$ cat src/rtl/regfile_pkg.sv
// Shared types for the multi-port register array.
// Error codes reported per read port plus address-width helper.
package regfile_pkg;

    localparam int ERR_W = 2;

    typedef enum logic [ERR_W-1:0] {
        ERR_OK        = 2'd0,
        ERR_UNWRITTEN = 2'd1,
        ERR_OOR       = 2'd2,
        ERR_CONFLICT  = 2'd3
    } err_code_e;

    function automatic int addr_w(input int depth);
        return (depth <= 2) ? 1 : $clog2(depth);
    endfunction

endpackage

$ cat src/rtl/regfile_array_mp_if.sv
// Bus bundle for regfile_array_mp: write port, clear,
// packed read ports and error reporting.
interface regfile_array_mp_if
    import regfile_pkg::*;
#(
    parameter int DATA_W = 8,
    parameter int DEPTH  = 8,
    parameter int NUM_RD = 2,
    parameter int CNT_W  = 8
);
    localparam int AW   = addr_w(DEPTH);
    localparam int BE_W = DATA_W / 8;

    logic                       wr_en;
    logic [AW-1:0]              wr_addr;
    logic [DATA_W-1:0]          wr_data;
    logic [BE_W-1:0]            wr_be;
    logic                       clr;
    logic [NUM_RD-1:0]          rd_en;
    logic [NUM_RD*AW-1:0]       rd_addr;
    logic [NUM_RD*DATA_W-1:0]   rd_data;
    logic [NUM_RD-1:0]          rd_valid;
    logic [NUM_RD*ERR_W-1:0]    rd_err_code;
    logic                       wr_err;
    logic [CNT_W-1:0]           err_cnt;

    modport master (
        output wr_en, wr_addr, wr_data, wr_be, clr,
        output rd_en, rd_addr,
        input  rd_data, rd_valid, rd_err_code,
        input  wr_err, err_cnt
    );

    modport slave (
        input  wr_en, wr_addr, wr_data, wr_be, clr,
        input  rd_en, rd_addr,
        output rd_data, rd_valid, rd_err_code,
        output wr_err, err_cnt
    );

endinterface

$ cat src/rtl/regfile_rd_port.sv
// One registered read port: classifies the request and
// returns stored data or an error code one cycle later.
module regfile_rd_port
    import regfile_pkg::*;
#(
    parameter int DATA_W = 8,
    parameter int DEPTH  = 8,
    parameter int AW     = 3
) (
    input  logic                    clk,
    input  logic                    resetn,
    input  logic                    en,
    input  logic [AW-1:0]           addr,
    input  logic [DEPTH*DATA_W-1:0] mem_flat,
    input  logic [DEPTH-1:0]        written,
    input  logic                    conflict,
    output logic [DATA_W-1:0]       rd_data,
    output logic                    rd_valid,
    output err_code_e               code,
    output err_code_e               code_nxt
);

    localparam logic [AW:0] DEPTH_V = (AW+1)'(DEPTH);

    logic              oor;
    logic              hit;
    logic [DATA_W-1:0] sel;

    assign oor = {1'b0, addr} >= DEPTH_V;

    // Explicit mux over valid entries keeps odd depths in range
    always_comb begin
        sel = '0;
        hit = 1'b0;
        for (int k = 0; k < DEPTH; k++) begin
            if (AW'(k) == addr) begin
                sel = mem_flat[k*DATA_W +: DATA_W];
                hit = written[k];
            end
        end
    end

    always_comb begin
        code_nxt = ERR_OK;
        if (en) begin
            unique case (1'b1)
                oor:                        code_nxt = ERR_OOR;
                (!oor && conflict):         code_nxt = ERR_CONFLICT;
                (!oor && !conflict && !hit): code_nxt = ERR_UNWRITTEN;
                default:                    code_nxt = ERR_OK;
            endcase
        end
    end

    always_ff @(posedge clk or negedge resetn) begin
        if (!resetn) begin
            rd_data  <= '0;
            rd_valid <= 1'b0;
            code     <= ERR_OK;
        end else begin
            rd_valid <= en && (code_nxt == ERR_OK);
            rd_data  <= (en && code_nxt == ERR_OK) ? sel : '0;
            code     <= code_nxt;
        end
    end

endmodule

$ cat src/rtl/regfile_array_mp.sv
// DEPTH x DATA_W register array, byte-enabled write port,
// NUM_RD registered read ports, written flags, error counter.
module regfile_array_mp
    import regfile_pkg::*;
#(
    parameter int DATA_W       = 8,
    parameter int DEPTH        = 8,
    parameter int NUM_RD       = 2,
    parameter int CONFLICT_ERR = 0,
    parameter int CNT_W        = 8
) (
    input logic               clk,
    input logic               resetn,
    regfile_array_mp_if.slave bus
);

    localparam int AW   = addr_w(DEPTH);
    localparam int BE_W = DATA_W / 8;
    localparam int SW   = CNT_W + 3;
    localparam logic [AW:0]   DEPTH_V = (AW+1)'(DEPTH);
    localparam logic [SW-1:0] CNT_MAX = SW'({CNT_W{1'b1}});

    logic [DATA_W-1:0]       mem [DEPTH];
    logic [DEPTH-1:0]        written;
    logic [DEPTH*DATA_W-1:0] mem_flat;
    logic                    wr_in_rng;
    logic                    wr_acc;
    logic                    wr_err_nxt;
    logic                    conflict;
    logic [DATA_W-1:0]       old_word;
    logic                    old_flag;
    logic [DATA_W-1:0]       new_word;
    logic [2:0]              inc;
    logic [SW-1:0]           sum;

    err_code_e         code_q [NUM_RD];
    err_code_e         code_n [NUM_RD];
    logic [DATA_W-1:0] data_q [NUM_RD];
    logic              valid_q [NUM_RD];

    assign wr_in_rng  = {1'b0, bus.wr_addr} < DEPTH_V;
    assign wr_acc     = bus.wr_en && wr_in_rng && (|bus.wr_be);
    assign wr_err_nxt = bus.wr_en && !wr_in_rng;
    assign conflict   = (CONFLICT_ERR != 0) && bus.wr_en;

    always_comb begin
        old_word = '0;
        old_flag = 1'b0;
        for (int k = 0; k < DEPTH; k++) begin
            if (AW'(k) == bus.wr_addr) begin
                old_word = mem[k];
                old_flag = written[k];
            end
        end
    end

    // A same-cycle clr counts as already applied, so zero-fill wins
    always_comb begin
        new_word = '0;
        for (int b = 0; b < BE_W; b++) begin
            if (bus.wr_be[b])
                new_word[b*8 +: 8] = bus.wr_data[b*8 +: 8];
            else if (old_flag && !bus.clr)
                new_word[b*8 +: 8] = old_word[b*8 +: 8];
        end
    end

    always_ff @(posedge clk) begin
        for (int k = 0; k < DEPTH; k++) begin
            if (wr_acc && AW'(k) == bus.wr_addr)
                mem[k] <= new_word;
        end
    end

    always_comb begin
        mem_flat = '0;
        for (int k = 0; k < DEPTH; k++)
            mem_flat[k*DATA_W +: DATA_W] = mem[k];
    end

    always_ff @(posedge clk or negedge resetn) begin
        if (!resetn) begin
            written <= '0;
        end else begin
            for (int k = 0; k < DEPTH; k++) begin
                if (wr_acc && AW'(k) == bus.wr_addr)
                    written[k] <= 1'b1;
                else if (bus.clr)
                    written[k] <= 1'b0;
            end
        end
    end

    for (genvar i = 0; i < NUM_RD; i++) begin : g_rd
        regfile_rd_port #(
            .DATA_W (DATA_W),
            .DEPTH  (DEPTH),
            .AW     (AW)
        ) u_port (
            .clk      (clk),
            .resetn   (resetn),
            .en       (bus.rd_en[i]),
            .addr     (bus.rd_addr[i*AW +: AW]),
            .mem_flat (mem_flat),
            .written  (written),
            .conflict (conflict),
            .rd_data  (data_q[i]),
            .rd_valid (valid_q[i]),
            .code     (code_q[i]),
            .code_nxt (code_n[i])
        );
    end

    always_comb begin
        bus.rd_data     = '0;
        bus.rd_valid    = '0;
        bus.rd_err_code = '0;
        for (int i = 0; i < NUM_RD; i++) begin
            bus.rd_data[i*DATA_W +: DATA_W]   = data_q[i];
            bus.rd_valid[i]                   = valid_q[i];
            bus.rd_err_code[i*ERR_W +: ERR_W] = code_q[i];
        end
    end

    // Count events landing in the same edge as their codes
    always_comb begin
        inc = {2'b00, wr_err_nxt};
        for (int i = 0; i < NUM_RD; i++)
            inc = inc + {2'b00, code_n[i] != ERR_OK};
        sum = SW'(bus.err_cnt) + SW'(inc);
    end

    always_ff @(posedge clk or negedge resetn) begin
        if (!resetn) begin
            bus.wr_err  <= 1'b0;
            bus.err_cnt <= '0;
        end else begin
            bus.wr_err  <= wr_err_nxt;
            bus.err_cnt <= (sum > CNT_MAX) ? CNT_MAX[CNT_W-1:0]
                                           : sum[CNT_W-1:0];
        end
    end

endmodule

$ cat src/flat_wrapper.sv
// flat-port wrapper written by rule: the top's interface ports become plain ports
module regfile_array_mp_flat import regfile_pkg::*;
#(
    parameter int DATA_W       = 8,
    parameter int DEPTH        = 8,
    parameter int NUM_RD       = 2,
    parameter int CONFLICT_ERR = 0,
    parameter int CNT_W        = 8
)
  (clk, resetn, bus_wr_en, bus_wr_addr, bus_wr_data, bus_wr_be, bus_clr, bus_rd_en, bus_rd_addr, bus_rd_data, bus_rd_valid, bus_rd_err_code, bus_wr_err, bus_err_cnt);
  regfile_array_mp_if #(.DATA_W(DATA_W), .DEPTH(DEPTH), .NUM_RD(NUM_RD), .CNT_W(CNT_W)) bus_i ();
  input logic clk;
  input logic resetn;
  input wire logic [$bits(bus_i.wr_en)-1:0] bus_wr_en;
  input wire logic [$bits(bus_i.wr_addr)-1:0] bus_wr_addr;
  input wire logic [$bits(bus_i.wr_data)-1:0] bus_wr_data;
  input wire logic [$bits(bus_i.wr_be)-1:0] bus_wr_be;
  input wire logic [$bits(bus_i.clr)-1:0] bus_clr;
  input wire logic [$bits(bus_i.rd_en)-1:0] bus_rd_en;
  input wire logic [$bits(bus_i.rd_addr)-1:0] bus_rd_addr;
  output wire logic [$bits(bus_i.rd_data)-1:0] bus_rd_data;
  output wire logic [$bits(bus_i.rd_valid)-1:0] bus_rd_valid;
  output wire logic [$bits(bus_i.rd_err_code)-1:0] bus_rd_err_code;
  output wire logic [$bits(bus_i.wr_err)-1:0] bus_wr_err;
  output wire logic [$bits(bus_i.err_cnt)-1:0] bus_err_cnt;
  assign bus_i.wr_en = bus_wr_en;
  assign bus_i.wr_addr = bus_wr_addr;
  assign bus_i.wr_data = bus_wr_data;
  assign bus_i.wr_be = bus_wr_be;
  assign bus_i.clr = bus_clr;
  assign bus_i.rd_en = bus_rd_en;
  assign bus_i.rd_addr = bus_rd_addr;
  assign bus_rd_data = bus_i.rd_data;
  assign bus_rd_valid = bus_i.rd_valid;
  assign bus_rd_err_code = bus_i.rd_err_code;
  assign bus_wr_err = bus_i.wr_err;
  assign bus_err_cnt = bus_i.err_cnt;
  regfile_array_mp #(.DATA_W(DATA_W), .DEPTH(DEPTH), .NUM_RD(NUM_RD), .CONFLICT_ERR(CONFLICT_ERR), .CNT_W(CNT_W)) u_core (.clk(clk), .resetn(resetn), .bus(bus_i));
endmodule
$ cat config.mk
export PLATFORM = sky130hd
export DESIGN_NAME = regfile_array_mp_flat
export DESIGN_NICKNAME = d
export VERILOG_FILES = /design/src/rtl/regfile_pkg.sv /design/src/rtl/regfile_array_mp_if.sv /design/src/rtl/regfile_rd_port.sv /design/src/rtl/regfile_array_mp.sv /design/src/flat_wrapper.sv
export SDC_FILE = /design/constraint.sdc
export NUM_CORES = 1
export LEC_CHECK = 0
export ABC_AREA = 1
export BUFFER_PORTS_ARGS = -buffer_cell sky130_fd_sc_hd__buf_2
export CORE_UTILIZATION = 53
export DETAILED_ROUTE_END_ITERATION = 6
export GPL_ROUTABILITY_DRIVEN = 0
export PLACE_DENSITY = 0.72
export SYNTH_ARGS = -nofsm -noshare
export SYNTH_HDL_FRONTEND = slang
export SYNTH_SLANG_ARGS = --single-unit
$ cat constraint.sdc
create_clock -name clk -period 2.7 [get_ports clk]
set_clock_uncertainty 0.2 [all_clocks]
set_input_delay 0.405 -clock clk [delete_from_list [all_inputs] [get_ports clk]]
set_output_delay 0.405 -clock clk [all_outputs]
set_load 0.05 [all_outputs]
# --- After elaboration in Yosys (flattened, before gate mapping) ---
# Memory sizes are Yosys's and may differ from the RTL's.
# Cells that the tools add are included.
classes:
  n_reduce_logical: 35
  n_eq_ne: 21
  muxes: 103
  n_addsub: 2
  magnitude_cmp: 1
op_table:
  columns: ["cell", "n"]
  rows:
  - ["two-way mux 8 bit", 36]
  - ["two-way mux 1 bit", 60]
  - ["OR reduction 8 bit", 7]
  - ["equality test 3 bit, first input constant", 12]
  - ["two-way mux 3 bit", 7]
  - ["nonzero test 2 bit", 10]
  - ["equality test 2 x 3 -> 1 bit, first input constant", 6]
  - ["logical AND 1 bit", 12]
  - ["greater-than comparator 11 x 8 -> 1 bit, second input constant", 1]
  - ["adder 8 x 3 -> 9 bit", 1]
  - ["equality test 1 x 3 -> 1 bit, first input constant", 3]
  - ["logical NOT 3 bit", 3]
  - ["logical NOT 2 bit", 2]
  - ["adder 1 x 1 -> 2 bit", 1]
  - ["logical NOT 1 bit", 1]
totals:
  in_bits: 24
  memories: 1
  register_bits: 38
  elab_cells: 178
  output_inout_bits: 31
  ramBits: 64
memory_table:
  columns: ["name", "depth", "width", "read_ports", "rd_ports_with_merged_regs", "wr", "line", "text"]
  rows:
  - ["u_core.mem", 8, 8, 8, 0, 1, "regfile_array_mp.sv:23", "logic [DATA_W-1:0] mem [DEPTH];"]

# --- Depth between registers and ports, before layout ---
# Gate-level depths: netlist of the first run.
depth:
  word_depth: 19
  ltp_mapped: 16
  ltp_nobuf: 16

# --- Hierarchy ---
# From an unflattened synthesis of the first run, not the netlist that was laid out.
unflattened:
  cells_unflattened: 651
  area_unflattened_um2: 5486.5
by_module_without_submodules:
  columns: ["module", "area_each_um2", "instances", "cells_each", "seq_area_each_um2"]
  rows:
  - ["regfile_array_mp", 3444.6, 1, 317, 2322.2]
  - ["regfile_rd_port", 1021.0, 2, 167, 275.3]

# --- Worst setup path after synthesis of the first run ---
# OpenSTA, ideal clock, no wires.
synth_path:
  path_kind: "in2reg"
  startpoint: "input bus_rd_addr[3]"
  endpoint: "register u_core.bus.err_cnt[2]"
  setup_ps: 139
  required_time_ps: 2361
  arrival_ps: 2490
  n_path_buf: 0
  slack_ps: -129
  cell_stages: 15
  cell_sequence: "inv_1 -> nand3_1 -> inv_1 -> nand2_1 -> nand3_1 -> nor3_1 -> nand4_1 -> nor2_1 -> ha_1 -> ha_1 -> fa_1 -> nand2_1 -> nor2_1 -> nand4_1 -> o21ai_0"
synth_rtl:
  columns: ["item", "line", "text"]
  rows:
  - ["start: declaration", "flat_wrapper.sv:20", "input wire logic [$bits(bus_i.rd_addr)-1:0] bus_rd_addr;"]
  - ["end signal: assignment", "regfile_array_mp.sv:139", "bus.err_cnt <= (sum > CNT_MAX) ? CNT_MAX[CNT_W-1:0]"]
  - ["end: declaration", "regfile_array_mp_if.sv:38", "output wr_err, err_cnt"]

==> flow_metrics.env, run 1 <==
export IMPL_yosysWarnings=0
export IMPL_wl_met3_mm=1.23
export IMPL_slew_headroom_pct=46.0
export IMPL_yosysSeqAreaShare_pct=54.2
export IMPL_die_area_sq_mm=0.0102
export IMPL_grt_pass1_vias=4807
export IMPL_hold_viol=0
export IMPL_syn2layout_area_growth_pct=19.6
export IMPL_p_per_area_mw_per_mm2=576
export IMPL_min_period_ps=2740
export IMPL_placedCellCount=850
export IMPL_cts_buffers_inserted=9
export IMPL_cts_root_buf="clkbuf_8"
export IMPL_drt_iter0_drc=441
export IMPL_drt_met1_wl_mm=5.61
export IMPL_fin_crit_sh_pct=102
export IMPL_slowest_delay_ps=430
export IMPL_final_instance_count_excl_fill=868
export IMPL_synth_top_cell_area_share_pct=36.9
export IMPL_pin_count=55
export IMPL_vias=4865
export IMPL_cts_sinks=100
export IMPL_num_rows=35
export IMPL_critPathRequiredTime_ps=2740
export IMPL_setup_viol=4
export IMPL_p_leak_uw=0.00293
export IMPL_drcViolationCount=0
export IMPL_grt_overflow=0
export IMPL_crit_chain="nand4_1, nand3_2, nor3_4, nand4_1, nor2_1, ha_1, ha_2, fa_2, nand2_2, nor2_2, nand4_1, o21ai_1"
export IMPL_whs_path_depth=3
export IMPL_fin_ws_ps=-40.8
export IMPL_htreeDepth=3
export IMPL_worst_pin_slew_ps=810
export IMPL_cts_tree="done"
export IMPL_vdd_drop_max_mv=0.322
export IMPL_rsz0062_at_grt="true"
export IMPL_synth_top_cells_by_count="171 x nand2_1, 93 x nor2_1, 78 x inv_1"
export IMPL_crit_arrival_ps=2780
export IMPL_cts_path_max_buffers=2
export IMPL_yosysMostFrequentCell="nand2_1"
export IMPL_slew_violations=0
export IMPL_crit_path_frequent_cell="nand4_1"
export IMPL_violations="negative setup slack"
export IMPL_synth_async_reset_ratio_pct=36.0
export IMPL_grt_pass1_wl_mm=23.0
export IMPL_crit_path_end_kind="register"
export IMPL_grt_max_degree=37
export IMPL_reg2regPathDepth=12
export IMPL_drive_gt1_share_pct=21.0
export IMPL_core_area_sq_mm=0.00937
export IMPL_initial_core_util_pct=55.5
export IMPL_status="complete, but fails checks"
export IMPL_clock_latency_ps=370
export IMPL_synth_area_sq_mm=0.00520
export IMPL_fill_cells=764
export IMPL_via_per_inst=5.60
export IMPL_crit_type="register to register"
export IMPL_routed_wl_mm=14.4
export IMPL_final_util_pct=66.4
export IMPL_drv_cap=0
export IMPL_cp_slowest_cell="dfrtp_1"
export IMPL_nNetsFinal=762
export IMPL_fmax_mhz=365
export IMPL_highest_layer="met4"
export IMPL_die_h_um=101
export IMPL_antenna_cells=0
export IMPL_synth_distinct_cells=31
export IMPL_crit_fanout=8
export IMPL_synth_edff_count=64
export IMPL_syn_area_per_cell_sq_um=8.26
export IMPL_antenna_found_initial=0
export IMPL_ant_nets=0
export IMPL_min_path_type="primary input to register"
export IMPL_die_w_um=101
export IMPL_met2_length_mm=7.14
export IMPL_portBuffers=51
export IMPL_synth_main_ff_cell="edfxtp_1"
export IMPL_cts_clk_slew_worst_paths_ps=100
export IMPL_dp_hpwl_mm=11.0
export IMPL_routedWlPerCell_um=16.6
export IMPL_ys_top_cells_by_area="edfxtp_1 37%, dfrtp_1 17%, nand2_1 12%"
export IMPL_yosys_area_top_type="edfxtp_1"
export IMPL_synth_seq_cells=100
export IMPL_synthCells=630
export IMPL_track_usage_pct=30.3
export IMPL_firstDrtPassIters=5
export IMPL_start_kind="register"
-- flip-flops by register name, summed over array words and instances (netlist names) --
signal / flops
u_core.written: 8
u_core.bus.err_cnt: 8
u_core.g_rd.u_port.rd_valid: 2
u_core.mem: 64
u_core.g_rd.u_port.code: 2
u_core.g_rd.u_port.rd_data: 16
-- layout by cell type, fill, tap and decap left out, types with 2 or more instances in the layout --
cell and instances:
nand2_1 170, nor2_1 91, inv_1 74, edfxtp_1 64, buf_4 53, buf_2 51, dfrtp_1 36, a21oi_1 35
nand4_1 26, nand3_1 25, o21ai_0 22, inv_2 9, o22ai_1 9, clkbuf_8 9, nor3_1 8, nor3_2 7
o21ai_1 5, nand3_2 4, o211ai_1 4, nor3_4 3, nand2_2 3, xor2_1 3, or2_2 3, conb_1 3
clkinvlp_4 2, clkinv_1 2, nor2_2 2, ha_1 2, clkinv_8 2
-- per-stage QoR --
step | hold slack (ps) | area, sq um | setup WS (ps) | TNS [ps] | total power, uW
after global routing | 69.6 | 6220 | -155 | -938 | 3730
after floorplan | -90.6 | 5260 | -3.82 | -5.58 | 2390
after detailed placement | 328 | 5990 | -463 | -3400 | 2670
after global placement | 312 | 5990 | -331 | -2440 | 2640
after CTS | 62.9 | 6210 | -32.8 | -65.7 | 3590
final | 78.1 | 6220 | -40.8 | -81.3 | 3590
-- area by class of cell --
cell class	instances	area, sq um	share of cell area [%]
Sequential cell	100	2820	45.3
Timing Repair Buffer	105	663	10.7
Inverter	86	327	5.25
Clock inverter	7	73.8	1.19
Multi-Input combinational cell	432	2050	33.0
Tap cell	129	161	2.59
Clock buffer	9	124	1.99
-- worst max-delay path, delay by kind of cell, from the launching register on --
kind	cells	cell delay, ps
AO/OA/AOI/OAI	1	120
AND/OR/NAND/NOR	8	1080
flip-flops	1	430
adder cells (fa/ha/maj)	3	800
-- per-layer routing --
metal  track usage [%]  vias to the layer above
li1                  -                     2271
met1              38.7                     2297
met2              51.0                      258
met3              5.20                       39
met4              12.7                        0
met5                 0                        -
-- worst paths after layout --
check                                       from                          endpoint  slack, ps
max                            u_core.written[2]             u_core.bus.err_cnt[2]        -40
min                                 bus_rd_en[1]     u_core.g_rd[1].u_port.code[0]         80
max reg2reg                    u_core.written[2]             u_core.bus.err_cnt[2]        -40
min reg2reg                u_core.bus.err_cnt[3]             u_core.bus.err_cnt[3]        350
max in group asynchronous                 resetn  u_core.g_rd[0].u_port.rd_data[4]       1330
min in group asynchronous                 resetn                 u_core.written[1]        460
-- what timing repair did --
action,4_1_cts,5_1_grt
endpoints found under the hold margin,36,0
pin swaps,3,3
gates cloned,0,0
buffers inserted,1,0
gates resized for setup,2,5
hold buffers,1,0
setup endpoints to repair,8,8
-- logic make-up after synthesis --
logic type                 Yosys count  share of synthesized area, %
and+or+nand+nor                    343                          28.1
buffers and inverters              100                          7.69
DFF                                100                          54.2
AOI/OAI and AO/OA                   79                          8.27
adders and majority gates            4                          1.11
xor gates and xnor gates             3                         0.505
other                                1                        0.0721
-- power breakdown --
part / switching [uW] / internal, uW
combinational: 600 / 251
clock: 575 / 360
sequential: 77.8 / 1720
Power figures use the tool's default switching activity.
==> run 2, diff against run 1 <==
--- a/config.mk
+++ b/config.mk
@@ -10,7 +10,9 @@
 export CORE_UTILIZATION = 53
 export DETAILED_ROUTE_END_ITERATION = 6
 export GPL_ROUTABILITY_DRIVEN = 0
+export MAX_ROUTING_LAYER = met4
 export PLACE_DENSITY = 0.72
+export RECOVER_POWER = 25
 export SYNTH_ARGS = -nofsm -noshare
 export SYNTH_HDL_FRONTEND = slang
 export SYNTH_SLANG_ARGS = --single-unit
==> run 2 against run 1 <==
Net effect:
- the flow still finishes with violations (negative setup slack)
- largest power group unchanged
- flip-flop and latch count stayed put
- final cell count unchanged
- worst setup slack worse by 4.7 ps
- critical path depth unchanged
- count of clock-buffer cells in the layout is the same
- global-route usage rose by 0.94 points
- utilization is 0.19 points lower
- hold slack worse by 1.5 ps
- total power hardly changed
- via count rose by 0.66%
- maximum frequency down 0.17%
- sequential power about the same
==> flow_metrics.env, run 2 (synthesis results as in run 1) <==
export IMPL_fin_crit_sh_pct=102
export IMPL_routedWlPerCell_um=16.6
export IMPL_portBuffers=51
export IMPL_start_kind="register"
export IMPL_crit_type="register to register"
export IMPL_top_regs="u_core.mem x64, u_core.g_rd.u_port.rd_data x16"
export IMPL_grt_overflow=0
export IMPL_rsz0062_at_grt="true"
export IMPL_cts_buffers_inserted=9
export IMPL_crit_path_end_kind="register"
export IMPL_status="complete, but fails checks"
export IMPL_antenna_cells=0
export IMPL_setup_viol=5
export IMPL_ant_nets=0
export IMPL_crit_fanout=8
export IMPL_cts_sinks=100
export IMPL_grt_pass1_wl_mm=23.0
export IMPL_violations="negative setup slack"
export IMPL_grt_pass1_vias=4808
export IMPL_die_h_um=101
export IMPL_min_period_ps=2750
export IMPL_pin_count=55
export IMPL_slew_headroom_pct=43.9
export IMPL_initial_core_util_pct=55.5
export IMPL_syn2layout_area_growth_pct=19.3
export IMPL_cts_clk_slew_worst_paths_ps=100
export IMPL_vias=4897
export IMPL_vdd_drop_max_mv=0.323
export IMPL_finalSetupTns_ps=-103
export IMPL_core_area_sq_mm=0.00937
export IMPL_grt_max_degree=37
export IMPL_via_per_inst=5.64
export IMPL_cts_tree="done"
export IMPL_dp_slack_ps=-463
export IMPL_largest_register_ffs=64
export IMPL_nNetsFinal=762
export IMPL_track_usage_pct=31.2
export IMPL_num_rows=35
export IMPL_cts_path_max_buffers=2
export IMPL_crit_arrival_ps=2790
export IMPL_layout_common_cells="170 x nand2_1, 91 x nor2_1, 74 x inv_1, 64 x edfxtp_1"
export IMPL_die_area_sq_mm=0.0102
export IMPL_firstDrtPassIters=5
export IMPL_fill_cells=768
export IMPL_fmax_mhz=364
export IMPL_clock_latency_ps=370
export IMPL_htreeDepth=3
export IMPL_slew_violations=0
export IMPL_drive_gt1_share_pct=20.3
export IMPL_final_util_pct=66.2
export IMPL_hold_viol=0
export IMPL_cts_root_buf="clkbuf_8"
export IMPL_drt_iter0_drc=475
export IMPL_min_path_type="primary input to register"
export IMPL_p_total_uw=3590
export IMPL_dp_hpwl_mm=11.0
export IMPL_routed_wl_mm=14.4
export IMPL_largest_register="u_core.mem"
export IMPL_final_common_cell="nand2_1"
export IMPL_worst_pin_slew_ps=834
export IMPL_drcViolationCount=0
export IMPL_p_per_area_mw_per_mm2=578
export IMPL_antenna_found_initial=0
export IMPL_p_leak_uw=0.00292
export IMPL_die_w_um=101
export IMPL_drv_cap=0
export IMPL_fin_ws_ps=-45.5
export IMPL_critPathRequiredTime_ps=2740
[run 2: cell types whose count changed in the layout (fill, tap and decap cells not counted), sizes merged]
cell	previous run	this run
buf	104	100
clkbuf	9	13
[run 2: worst paths after layout]
| check | start | to | depth (start not counted) | slack, ps |
|---|---|---|---|---|
| worst max register to register | u_core.written[2] | u_core.bus.err_cnt[2] | 12 | -50 |
| max in group asynchronous | resetn | u_core.g_rd[0].u_port.rd_data[4] | 2 | 1330 |
| worst min register to register | u_core.bus.err_cnt[3] | u_core.bus.err_cnt[3] | 2 | 350 |
| worst min-delay path | bus_rd_en[1] | u_core.g_rd[1].u_port.code[0] | 3 | 80 |
| worst max-delay path | u_core.written[2] | u_core.bus.err_cnt[2] | 12 | -50 |
| min in group asynchronous | resetn | u_core.written[0] | 2 | 450 |
[run 2: critical path, cell delays in order, from the launching register on]
cell and delay [ps]:
dfrtp_1 420, nand4_1 130, nand3_2 110, nor3_4 170, nand4_1 160, nor2_1 160, ha_1 260, ha_2 190
fa_2 350, nand2_2 80, nor2_2 50, nand4_1 220, o21ai_1 120
[run 2: layout make-up]
type	instances	area (sq um)	area share, %
Inverter	86	327	5.26
Clock inverter	7	73.8	1.19
Sequential cell	100	2820	45.5
Clock buffer	9	124	2.00
Timing Repair Buffer	105	651	10.5
Multi-Input combinational cell	432	2050	33.0
Tap cell	129	161	2.60
[run 2: metrics by stage]
step	hold slack (ps)	instances	instance area, sq um
floorplan	-90.6	632	5260
global placement	312	850	5990
detailed placement	328	850	5990
CTS	62.9	868	6210
global route	69.6	868	6210
finish	76.6	868	6210
[run 2: report_power, final]
part	leakage (uW)	switching (uW)	internal, uW
combinational	0.00176	600	249
clock	0.0000972	579	361
sequential	0.00106	77.7	1720
total	0.00292	1260	2330
[run 2: repair_timing]
action	in CTS	in global routing
pin swaps	3	3
endpoints found under the hold margin	36	0
gates resized for setup	2	5
hold buffers	1	0
endpoints found under the setup margin	8	8
buffers inserted	1	0
[run 2: routing by layer]
layer  global-route usage, %  part of all wire, %  routed length, um
met5                       -                    0                  0
met4                    12.7                  3.2                457
met3                    5.20                  9.4               1360
met2                    51.0                   49               7140
met1                    38.7                   38               5490
